**src/rtl/uart_nibble_loader.sv**
```systemverilog
// uart_nibble_loader: turns a framed UART program download into nibble-wide program
// memory writes, holds the CPU halted meanwhile and verifies the byte-sum checksum.
module uart_nibble_loader #(
    parameter int UART_DATA_LENGTH = 8,
    parameter int NIBBLE_WIDTH = 4,
    parameter int ADDR_WIDTH = 5,
    parameter logic [UART_DATA_LENGTH-1:0] SYNC_BYTE = 8'hA5,
    parameter int TIMEOUT_CYCLES = 200000,
    parameter int TIMEOUT_BITWIDTH = 18
) (
    input  logic                        clk_i,
    input  logic                        reset_ni,
    input  logic [UART_DATA_LENGTH-1:0] rx_data_i,
    input  logic                        rx_valid_strb_i,
    output logic                        mem_we_o,
    output logic [ADDR_WIDTH-1:0]       mem_addr_o,
    output logic [NIBBLE_WIDTH-1:0]     mem_data_o,
    input  logic                        mem_ready_i,
    output logic                        cpu_halt_o,
    output logic                        load_done_o,
    output logic                        load_error_o,
    output logic [1:0]                  error_code_o
);
    localparam logic [2:0] S_IDLE  = 3'd0;
    localparam logic [2:0] S_LEN   = 3'd1;
    localparam logic [2:0] S_DATA  = 3'd2;
    localparam logic [2:0] S_WR_LO = 3'd3;
    localparam logic [2:0] S_WR_HI = 3'd4;
    localparam logic [2:0] S_CHECK = 3'd5;
    localparam logic [1:0] E_NONE = 2'b00;
    localparam logic [1:0] E_LEN  = 2'b01;
    localparam logic [1:0] E_CHK  = 2'b10;
    localparam logic [1:0] E_OVR  = 2'b11;
    localparam logic [UART_DATA_LENGTH-1:0] MAX_LEN = UART_DATA_LENGTH'(2 ** (ADDR_WIDTH - 1));
    localparam logic [TIMEOUT_BITWIDTH-1:0] TO_LAST = TIMEOUT_BITWIDTH'(TIMEOUT_CYCLES - 1);

    logic [2:0]                  r_state;
    logic [ADDR_WIDTH-1:0]       r_addr;
    logic [ADDR_WIDTH-1:0]       r_count;
    logic [UART_DATA_LENGTH-1:0] r_sum;
    logic [NIBBLE_WIDTH-1:0]     r_hi;
    logic [NIBBLE_WIDTH-1:0]     r_data;
    logic [TIMEOUT_BITWIDTH-1:0] r_to_cnt;
    logic                        r_we;
    logic                        r_halt;
    logic                        r_done;
    logic                        r_err;
    logic [1:0]                  r_code;

    logic       w_wr;
    logic       w_cnt_st;
    logic       w_to;
    logic       w_bad_len;
    logic       w_fail;
    logic [1:0] w_code;

    always_comb begin
        w_wr      = (r_state == S_WR_LO) || (r_state == S_WR_HI);
        w_cnt_st  = (r_state == S_LEN) || (r_state == S_DATA) || (r_state == S_CHECK);
        w_to      = w_cnt_st && !rx_valid_strb_i && (r_to_cnt == TO_LAST);
        w_bad_len = (rx_data_i == '0) || (rx_data_i > MAX_LEN);
        w_fail    = w_to || (rx_valid_strb_i && (w_wr || (r_state == S_LEN && w_bad_len)
                    || (r_state == S_CHECK && rx_data_i != r_sum)));
        // a strobe while a write is pending and a silent line both count as overrun
        w_code    = (!rx_valid_strb_i || w_wr) ? E_OVR : (r_state == S_LEN) ? E_LEN : E_CHK;
    end

    always_ff @(posedge clk_i or negedge reset_ni) begin
        if (!reset_ni) begin
            r_state <= S_IDLE;
            r_addr  <= '0;
            r_count <= '0;
            r_sum   <= '0;
            r_hi    <= '0;
            r_data  <= '0;
            r_we    <= 1'b0;
            r_halt  <= 1'b0;
            r_done  <= 1'b0;
            r_err   <= 1'b0;
            r_code  <= E_NONE;
        end else begin
            r_done <= 1'b0;
            if (w_fail) begin
                r_state <= S_IDLE;
                r_we    <= 1'b0;
                r_halt  <= 1'b0;
                r_err   <= 1'b1;
                r_code  <= w_code;
            end else begin
                case (r_state)
                    S_IDLE: if (rx_valid_strb_i && rx_data_i == SYNC_BYTE) begin
                        r_state <= S_LEN;
                        r_halt  <= 1'b1;
                        r_err   <= 1'b0;
                        r_code  <= E_NONE;
                        r_addr  <= '0;
                        r_sum   <= '0;
                    end
                    S_LEN: if (rx_valid_strb_i) begin
                        r_count <= rx_data_i[ADDR_WIDTH-1:0];
                        r_state <= S_DATA;
                    end
                    S_DATA: if (rx_valid_strb_i) begin
                        r_sum   <= r_sum + rx_data_i;
                        r_data  <= rx_data_i[NIBBLE_WIDTH-1:0];
                        r_hi    <= rx_data_i[UART_DATA_LENGTH-1:NIBBLE_WIDTH];
                        r_we    <= 1'b1;
                        r_state <= S_WR_LO;
                    end
                    S_WR_LO: if (mem_ready_i) begin
                        r_addr  <= r_addr + 1'b1;
                        r_data  <= r_hi;
                        r_state <= S_WR_HI;
                    end
                    S_WR_HI: if (mem_ready_i) begin
                        r_addr  <= r_addr + 1'b1;
                        r_count <= r_count - 1'b1;
                        r_we    <= 1'b0;
                        r_state <= (r_count == ADDR_WIDTH'(1)) ? S_CHECK : S_DATA;
                    end
                    S_CHECK: if (rx_valid_strb_i) begin
                        r_done  <= 1'b1;
                        r_halt  <= 1'b0;
                        r_state <= S_IDLE;
                    end
                    default: r_state <= S_IDLE;
                endcase
            end
        end
    end

    // the inter-byte timer is frozen while a write is pending so memory stalls never time out
    always_ff @(posedge clk_i or negedge reset_ni) begin
        if (!reset_ni)
            r_to_cnt <= '0;
        else
            r_to_cnt <= w_wr ? r_to_cnt :
                        (w_cnt_st && !rx_valid_strb_i && !w_to) ? r_to_cnt + 1'b1 : '0;
    end

    assign mem_we_o     = r_we;
    assign mem_addr_o   = r_addr;
    assign mem_data_o   = r_data;
    assign cpu_halt_o   = r_halt;
    assign load_done_o  = r_done;
    assign load_error_o = r_err;
    assign error_code_o = r_code;
endmodule

```
**config.mk**
```make
export PLATFORM = sky130hd
export DESIGN_NAME = uart_nibble_loader
export DESIGN_NICKNAME = d
export VERILOG_FILES = /design/src/rtl/uart_nibble_loader.sv
export SDC_FILE = /design/constraint.sdc
export NUM_CORES = 1
export LEC_CHECK = 0
export ABC_AREA = 1
export CAP_MARGIN = 20
export CORE_AREA = 2 2 81 91
export DETAILED_ROUTE_END_ITERATION = 12
export DIE_AREA = 0 0 83 93
export PLACE_DENSITY = 0.71
export RECOVER_POWER = 25
export REMOVE_ABC_BUFFERS = 1
export SYNTH_ARGS = -nofsm -noshare
export SYNTH_HDL_FRONTEND = slang
export SYNTH_SLANG_ARGS = --single-unit
export TNS_END_PERCENT = 5
```
**constraint.sdc**
```tcl
create_clock -name clk_i -period 5.5 [get_ports clk_i]
set_input_delay 0.55 -clock clk_i [delete_from_list [all_inputs] [get_ports clk_i]]
set_output_delay 0.55 -clock clk_i [all_outputs]
set_load 0.05 [all_outputs]
```
==> key figures, run 1 <==
Synthesis
  • Top-count cell post-synth: nand2_1
  • Synth area leaders: dfrtp_1 (40%), nand2_1 (13%), nand3_1 (5.8%)
  • Area leader, netlist: dfrtp_1
  • Post-Syn Area: about 3300 um2
  • EDFF count, synth: 0
  • Synth warn: 0
  • FF+latch count, synth: 53
  • Synth Area per Inst: roughly 7.6 um2
  • Dominant synthesized flop cell: dfrtp_1
  • Seq/Total Area, Yosys: between 30% and 40%
  • Area fraction of the dominant cell type after synthesis: between 30% and 40%
  • Ys async rst share: 100.0%
  • Post-synth cell types: 39
  • Gate Count Post-Synth: 440
  • Most common library cells after synthesis: nand2_1 (119), dfrtp_1 (53), inv_1 (47)

Pwr
  • Pwr Density: approximately 480 nW/um2
  • Leakage: 1.768 nW
  • Peak VDD IR: about 270 uV

GRT
  • Global-route wire length before repair: ~14000 um
  • Largest net degree at the start of global routing: between 50 and 60
  • Overflow after GRT: 0
  • Initial antenna violation count: 0
  • Vias in the first global route: approximately 3000
  • All-layer global routing usage: 21.35%

Timing
  • RSZ-0062 raised after global routing: no
  • Final Hold Vio Count: 0
  • Hold WS: ~0.5 ns
  • Setup TNS: 0 ns
  • Min Clock Period, post-route: ~2.8 ns
  • Period utilisation layout: about 52%
  • Slew headroom: -90.21%
  • Fmax: 351.0 MHz
  • Skew final: between 0.005 and 0.006 ns
  • Final Max Tran Viols: between 50 and 60
  • Worst Max-Slew Pin Slew: around 2.9 ns
  • Finish-stage setup viols: 0

Finish
  • Fraction of layout cells with a size suffix above 1: under 10%
  • Nets: just under 500
  • Ant diodes: 0
  • Synth-to-Final Area Change: 13.82%

Detailed routing
  • Vias per inst: around 5.4
  • DRT iter0 DRCs: about 120
  • Routed WL per cell: between 10 and 15 um
  • Final wirelength: slightly below 8000 um
  • Via count: 3014
  • First-pass DRT Iterations: 6
  • Antenna viol nets, final: 0
  • DRC errors left: 0

Floorplanning
  • Core area: 6847 um2
  • Row cnt: 32
  • IO Pins: 27
  • Die Area: about 7700 um2
  • Horiz. Die Dim: 83 um
  • Initial Util: roughly half
  • Die span in y: between 90 and 100 um

Place
  • GP Congestion: roughly 0.89
  • IO Port Bufs: 26
  • Post-DP HPWL: between 5000 and 6000 um

Clocking
  • Worst skew pair latency: around 0.31 ns
  • CTS resizes: 0
  • CTS buffer count: 5
  • Post-CTS Setup Bufs: 0
  • CTS tree: yes
  • Clock Tree Root: clkbuf_8
  • Hold buffers post-CTS: 0
  • Max clock buf depth: 2
  • # clock sinks: 53
  • Worst-path clk slew: ~0.10 ns
  • H-tree Lvls: 2

Worst setup path
  • Slowest stage delay, CP: around 2.0 ns
  • Crit-path max FO: 53
  • Worst Path Arrival: roughly 2.7 ns
  • Crit. End Element: async pin
  • Startpoint types: input port
  • CP Class: input port to async pin
  • CP delay by family, top: buffers and inverters
  • WP buf/inv: 2
  • CP Data Required Time: 5.32 ns
  • Worst-path cell chain: buf_2, clkbuf_1
  • Slowest cell on the critical path: clkbuf_1

Hold path
  • Worst Hold Class: register to register

Job
  • Max cap viols: 1

Status
  • Violations in the final reports: capacitance limit, slew limit
  • Status: complete, but fails checks
path summary, 6_finish.rpt:
path	start	to	slack [ns]	cells after the start
hold / removal	r_sum[6]	r_sum[6]	0.50	2
hold reg to reg	r_sum[6]	r_sum[6]	0.50	2
max in group clk_i	rx_data_i[2]	r_sum[3]	2.95	14
min in group asynchronous	reset_ni	r_to_cnt[3]	1.23	2
setup reg to reg	r_to_cnt[0]	r_state[0]	3.29	12
setup / recovery	reset_ni	r_state[2]	2.65	2
state kept, by name, summed over array words and instances, names as in the netlist:
signal        count
load_done_o       1
r_hi              4
load_error_o      1
r_sum             8
mem_addr_o        5
cpu_halt_o        1
mem_we_o          1
mem_data_o        4
r_to_cnt         18
error_code_o      2
r_count           5
r_state           3
metal layers:
metal  up-vias  global-route usage (%)  share of wire (%)
met5         -                       0                  0
met4         0                   6.557                1.6
met3        13                   2.736                3.3
met2        67                   38.10                 50
met1      1423                   27.07                 45
li1       1511                       -                  -
cell usage in the layout, fill, tap and decap left out, types with 4 or more instances in the layout:
| cell | n |
|---|---|
| nand3_1 | 39 |
| or2_2 | 4 |
| nand2_2 | 5 |
| ha_1 | 11 |
| nor2_2 | 5 |
| nand4_1 | 10 |
| o21ai_0 | 23 |
| clkdlybuf4s50_1 | 25 |
| o21ai_1 | 8 |
| inv_1 | 47 |
| nor2_1 | 29 |
| dfrtp_1 | 53 |
| xor2_1 | 7 |
| o22ai_1 | 5 |
| nor3_1 | 16 |
| inv_2 | 5 |
| a21oi_1 | 17 |
| clkbuf_8 | 6 |
| nor4_1 | 4 |
| nand2_1 | 119 |
kinds of logic (layout without fill, tap and decap cells):
group                    after synthesis  in the layout  share of synthesized area [%]
AO/OA/AOI/OAI                         57             57                          9.023
XOR/XNOR                              10             10                          2.621
adder cells (fa/ha/maj)               12             12                          4.717
buffers and inverters                 58             89                          7.001
flip-flops                            53             53                          39.69
multiplexers                           1              1                         0.2995
AND/OR/NAND/NOR                      249            249                          36.65
metrics by stage:
stage | instance area (um2) | util (%) | cells | setup WS (ns) | total power, mW
finish | 3804 | 55.56 | 556 | 2.651 | 1.813
global route | 3804 | 55.56 | 556 | 1.998 | 1.961
CTS | 3807 | 55.61 | 556 | 2.975 | 1.823
detailed placement | 3687 | 53.86 | 548 | 2.647 | 1.536
global placement | 3687 | 53.86 | 548 | 2.705 | 1.516
floorplan | 3318 | - | 436 | 3.521 | 1.286
power breakdown:
part	leakage, nW	total, mW	switching, mW	internal [mW]
logic	1.01	0.937	0.631	0.306
registers	0.699	0.592	0.0971	0.495
clock network	0.0574	0.285	0.136	0.148
layout make-up:
cell class / instances / area, um2
fill: 651 / 3043
inverter: 54 / 210.2
clock inverter: 2 / 37.54
timing repair buffer: 27 / 259.0
tap: 85 / 106.4
multi-input combinational: 329 / 1782
clock buffer: 6 / 82.58
sequential: 53 / 1326
Note: power is estimated with default switching activity, not from simulation.
==> inputs of run 2 (changes only) <==
==> constraint.sdc (replaced) <==
create_clock -name clk_i -period 2.74 [get_ports clk_i]
set_input_delay 0.274 -clock clk_i [delete_from_list [all_inputs] [get_ports clk_i]]
set_output_delay 0.274 -clock clk_i [all_outputs]
set_load 0.05 [all_outputs]
==> key figures, run 2 (same netlist as run 1, synthesis figures left out) <==
Status
  • Status: complete, no violations

Worst setup path
  • Worst r2r src: r_to_cnt[0]
  • Crit path capture: r_sum[1]
  • Reg-to-reg slack, setup: 0.54 ns
  • Slowest cell on the critical path: clkdlybuf4s50_1
  • Crit path launch: rx_data_i[3]
  • Reg2Reg Depth: 12
  • Crit-path max FO: 12
  • RR Endpoint: r_state[2]
  • CP Class: input port to register
  • Worst Path Arrival: approximately 2.4 ns
  • Slowest stage delay, CP: between 0.5 and 0.6 ns
  • Startpoint types: input port
  • Crit. End Element: register
  • Worst-path cell chain: clkdlybuf4s50_1, ha_1, inv_1, nand2_1, nor2_1, nand3_1, nand2_1, nand3_4, nand2_4, nand2_4, nor2_8, nand2_2, nand2_1, nand2_1
  • CP Data Required Time: approximately 3 ns
  • Most frequent CP cell: nand2_1

Clocking
  • CTS buffer count: 5
  • # clock sinks: between 50 and 60
  • Max clock buf depth: 2
  • Worst skew pair latency: roughly 0.31 ns
  • Clock Tree Root: clkbuf_8
  • Worst-path clk slew: ~0.10 ns
  • Post-CTS Setup Bufs: 0
  • CTS tree: yes
  • CTS resizes: 0
  • H-tree Lvls: 2
  • Hold buffers post-CTS: 0

Pwr
  • Reg power frac: ~33%
  • Sw Ratio: ~48%
  • Pwr Density: between 900 and 1000 nW/um2
  • Reported net switching power: ~1.7 mW
  • Clock network fraction of design power: between 10% and 20%
  • Leakage: around 1.8 nW
  • Combinational group share of total power: 52.4%
  • Pint: approximately 1.9 mW
  • Peak VDD IR: 468.6 uV

Timing
  • Finish-stage setup viols: 0
  • Setup TNS: 0 ns
  • Final Hold Vio Count: 0
  • Worst Max-Slew Pin Slew: approximately 1.3 ns
  • Period utilisation layout: around 81%
  • Min Clock Period, post-route: 2.231 ns
  • Final worst setup slack: 0.5089 ns
  • RSZ-0062 raised after global routing: no
  • Fmax: ~450 MHz
  • Slew headroom: 12.72%
  • Skew final: around 0.0096 ns
  • Final Max Tran Viols: 0

Detailed routing
  • Antenna viol nets, final: 0
  • Via count: 3011
  • Final wirelength: between 7000 and 8000 um
  • Vias per inst: approximately 5.4
  • DRT iter0 DRCs: 120
  • Routed WL per cell: 13.77 um
  • First-pass DRT Iterations: 5
  • DRC errors left: 0

GRT
  • Initial antenna violation count: 0
  • Vias in the first global route: a little over 3000
  • All-layer global routing usage: a little over a fifth
  • Overflow after GRT: 0
  • Global-route wire length before repair: 13540 um
  • Largest net degree at the start of global routing: 54

Place
  • Post-DP HPWL: ~6000 um
  • Dpl ws: between 0.15 and 0.2 ns
  • GP Congestion: 0.9094
  • IO Port Bufs: 26

Floorplanning
  • Die Area: 7719 um2
  • Initial Util: about half
  • Die span in y: approximately 93 um
  • Horiz. Die Dim: about 83 um
  • IO Pins: 27
  • Row cnt: 32
  • Core area: between 6000 and 7000 um2

Finish
  • Synth-to-Final Area Change: 14.71%
  • Commonest non-fill, non-tap cell in the layout: nand2_1
  • Largest Register: r_to_cnt
  • Nets: 500
  • Fraction of layout cells with a size suffix above 1: between 10% and 20%
  • Ant diodes: 0
  • Commonest cells after routing, fill and taps aside: nand2_1 (119), dfrtp_1 (53), inv_1 (47)
  • Number of flip-flops under the largest register name: 18
  • Top Registers: r_to_cnt x18, r_sum x8

Hold path
  • Worst Hold Class: input port to async pin

Job
  • Max cap viols: 0
## run 2: changes by cell type in the layout (fill, tap and decap cells not counted)
cell        previous run  this run
clkinv_2               0         1
clkbuf_8               6         5
clkinvlp_4             1         0
buf_4                  0         6
clkbuf_2               0         1
clkbuf_1               1         0
## run 2: how the worst min path moves through the flow
stage,start,endpoint,slack (ns),cells after the start
2_1_floorplan,reset_ni,cpu_halt_o,-0.02,0
3_3_place_gp,reset_ni,r_to_cnt[3],0.44,2
3_5_place_dp,reset_ni,r_to_cnt[3],0.44,2
4_1_cts,reset_ni,r_to_cnt[3],0.11,2
5_1_grt,reset_ni,r_to_cnt[3],0.47,2
6_report,reset_ni,r_to_cnt[4],0.32,2
## run 2: layer usage
layer	vias up	track usage, %	routed length [um]
met5	-	0	0
met4	0	5.464	103
met3	11	3.001	165
met2	45	38.24	3892
met1	1438	26.51	3563
li1	1517	-	-
## run 2: power groups by stage
stage | Combinational [mW] | Clock [mW] | Sequential [mW]
3_5_place_dp | 1.90 | 0 | 1.20
3_3_place_gp | 1.86 | 0 | 1.20
4_1_cts | 1.90 | 0.538 | 1.19
2_1_floorplan | 1.23 | 0 | 1.36
6_report | 1.89 | 0.530 | 1.19
5_1_grt | 2.10 | 0.565 | 1.22
## run 2: area by class of cell
| type | instances | area, um2 |
|---|---|---|
| fill | 658 | 3013 |
| timing repair buffer | 33 | 305.3 |
| multi-input combinational | 329 | 1782 |
| clock buffer | 5 | 68.82 |
| clock inverter | 2 | 35.03 |
| sequential | 53 | 1326 |
| tap | 85 | 106.4 |
| inverter | 54 | 210.2 |
## run 2: stage by stage
stage | power (mW) | util, % | instances | cell area, um2 | hold slack, ns
3_5_place_dp | 3.094 | 54.51 | 554 | 3732 | 0.4423
4_1_cts | 3.624 | 56.03 | 561 | 3836 | 0.1067
3_3_place_gp | 3.055 | 54.51 | 554 | 3732 | 0.4361
6_report | 3.604 | 55.99 | 561 | 3834 | 0.3187
2_1_floorplan | 2.581 | - | 436 | 3318 | -0.02159
5_1_grt | 3.884 | 55.99 | 561 | 3834 | 0.4740
## run 2: critical path, delay by kind of cell
kind	cells	cell delay (ns)
simple gates	11	1.17
buf+inv	2	0.70
fa+ha+maj	1	0.28
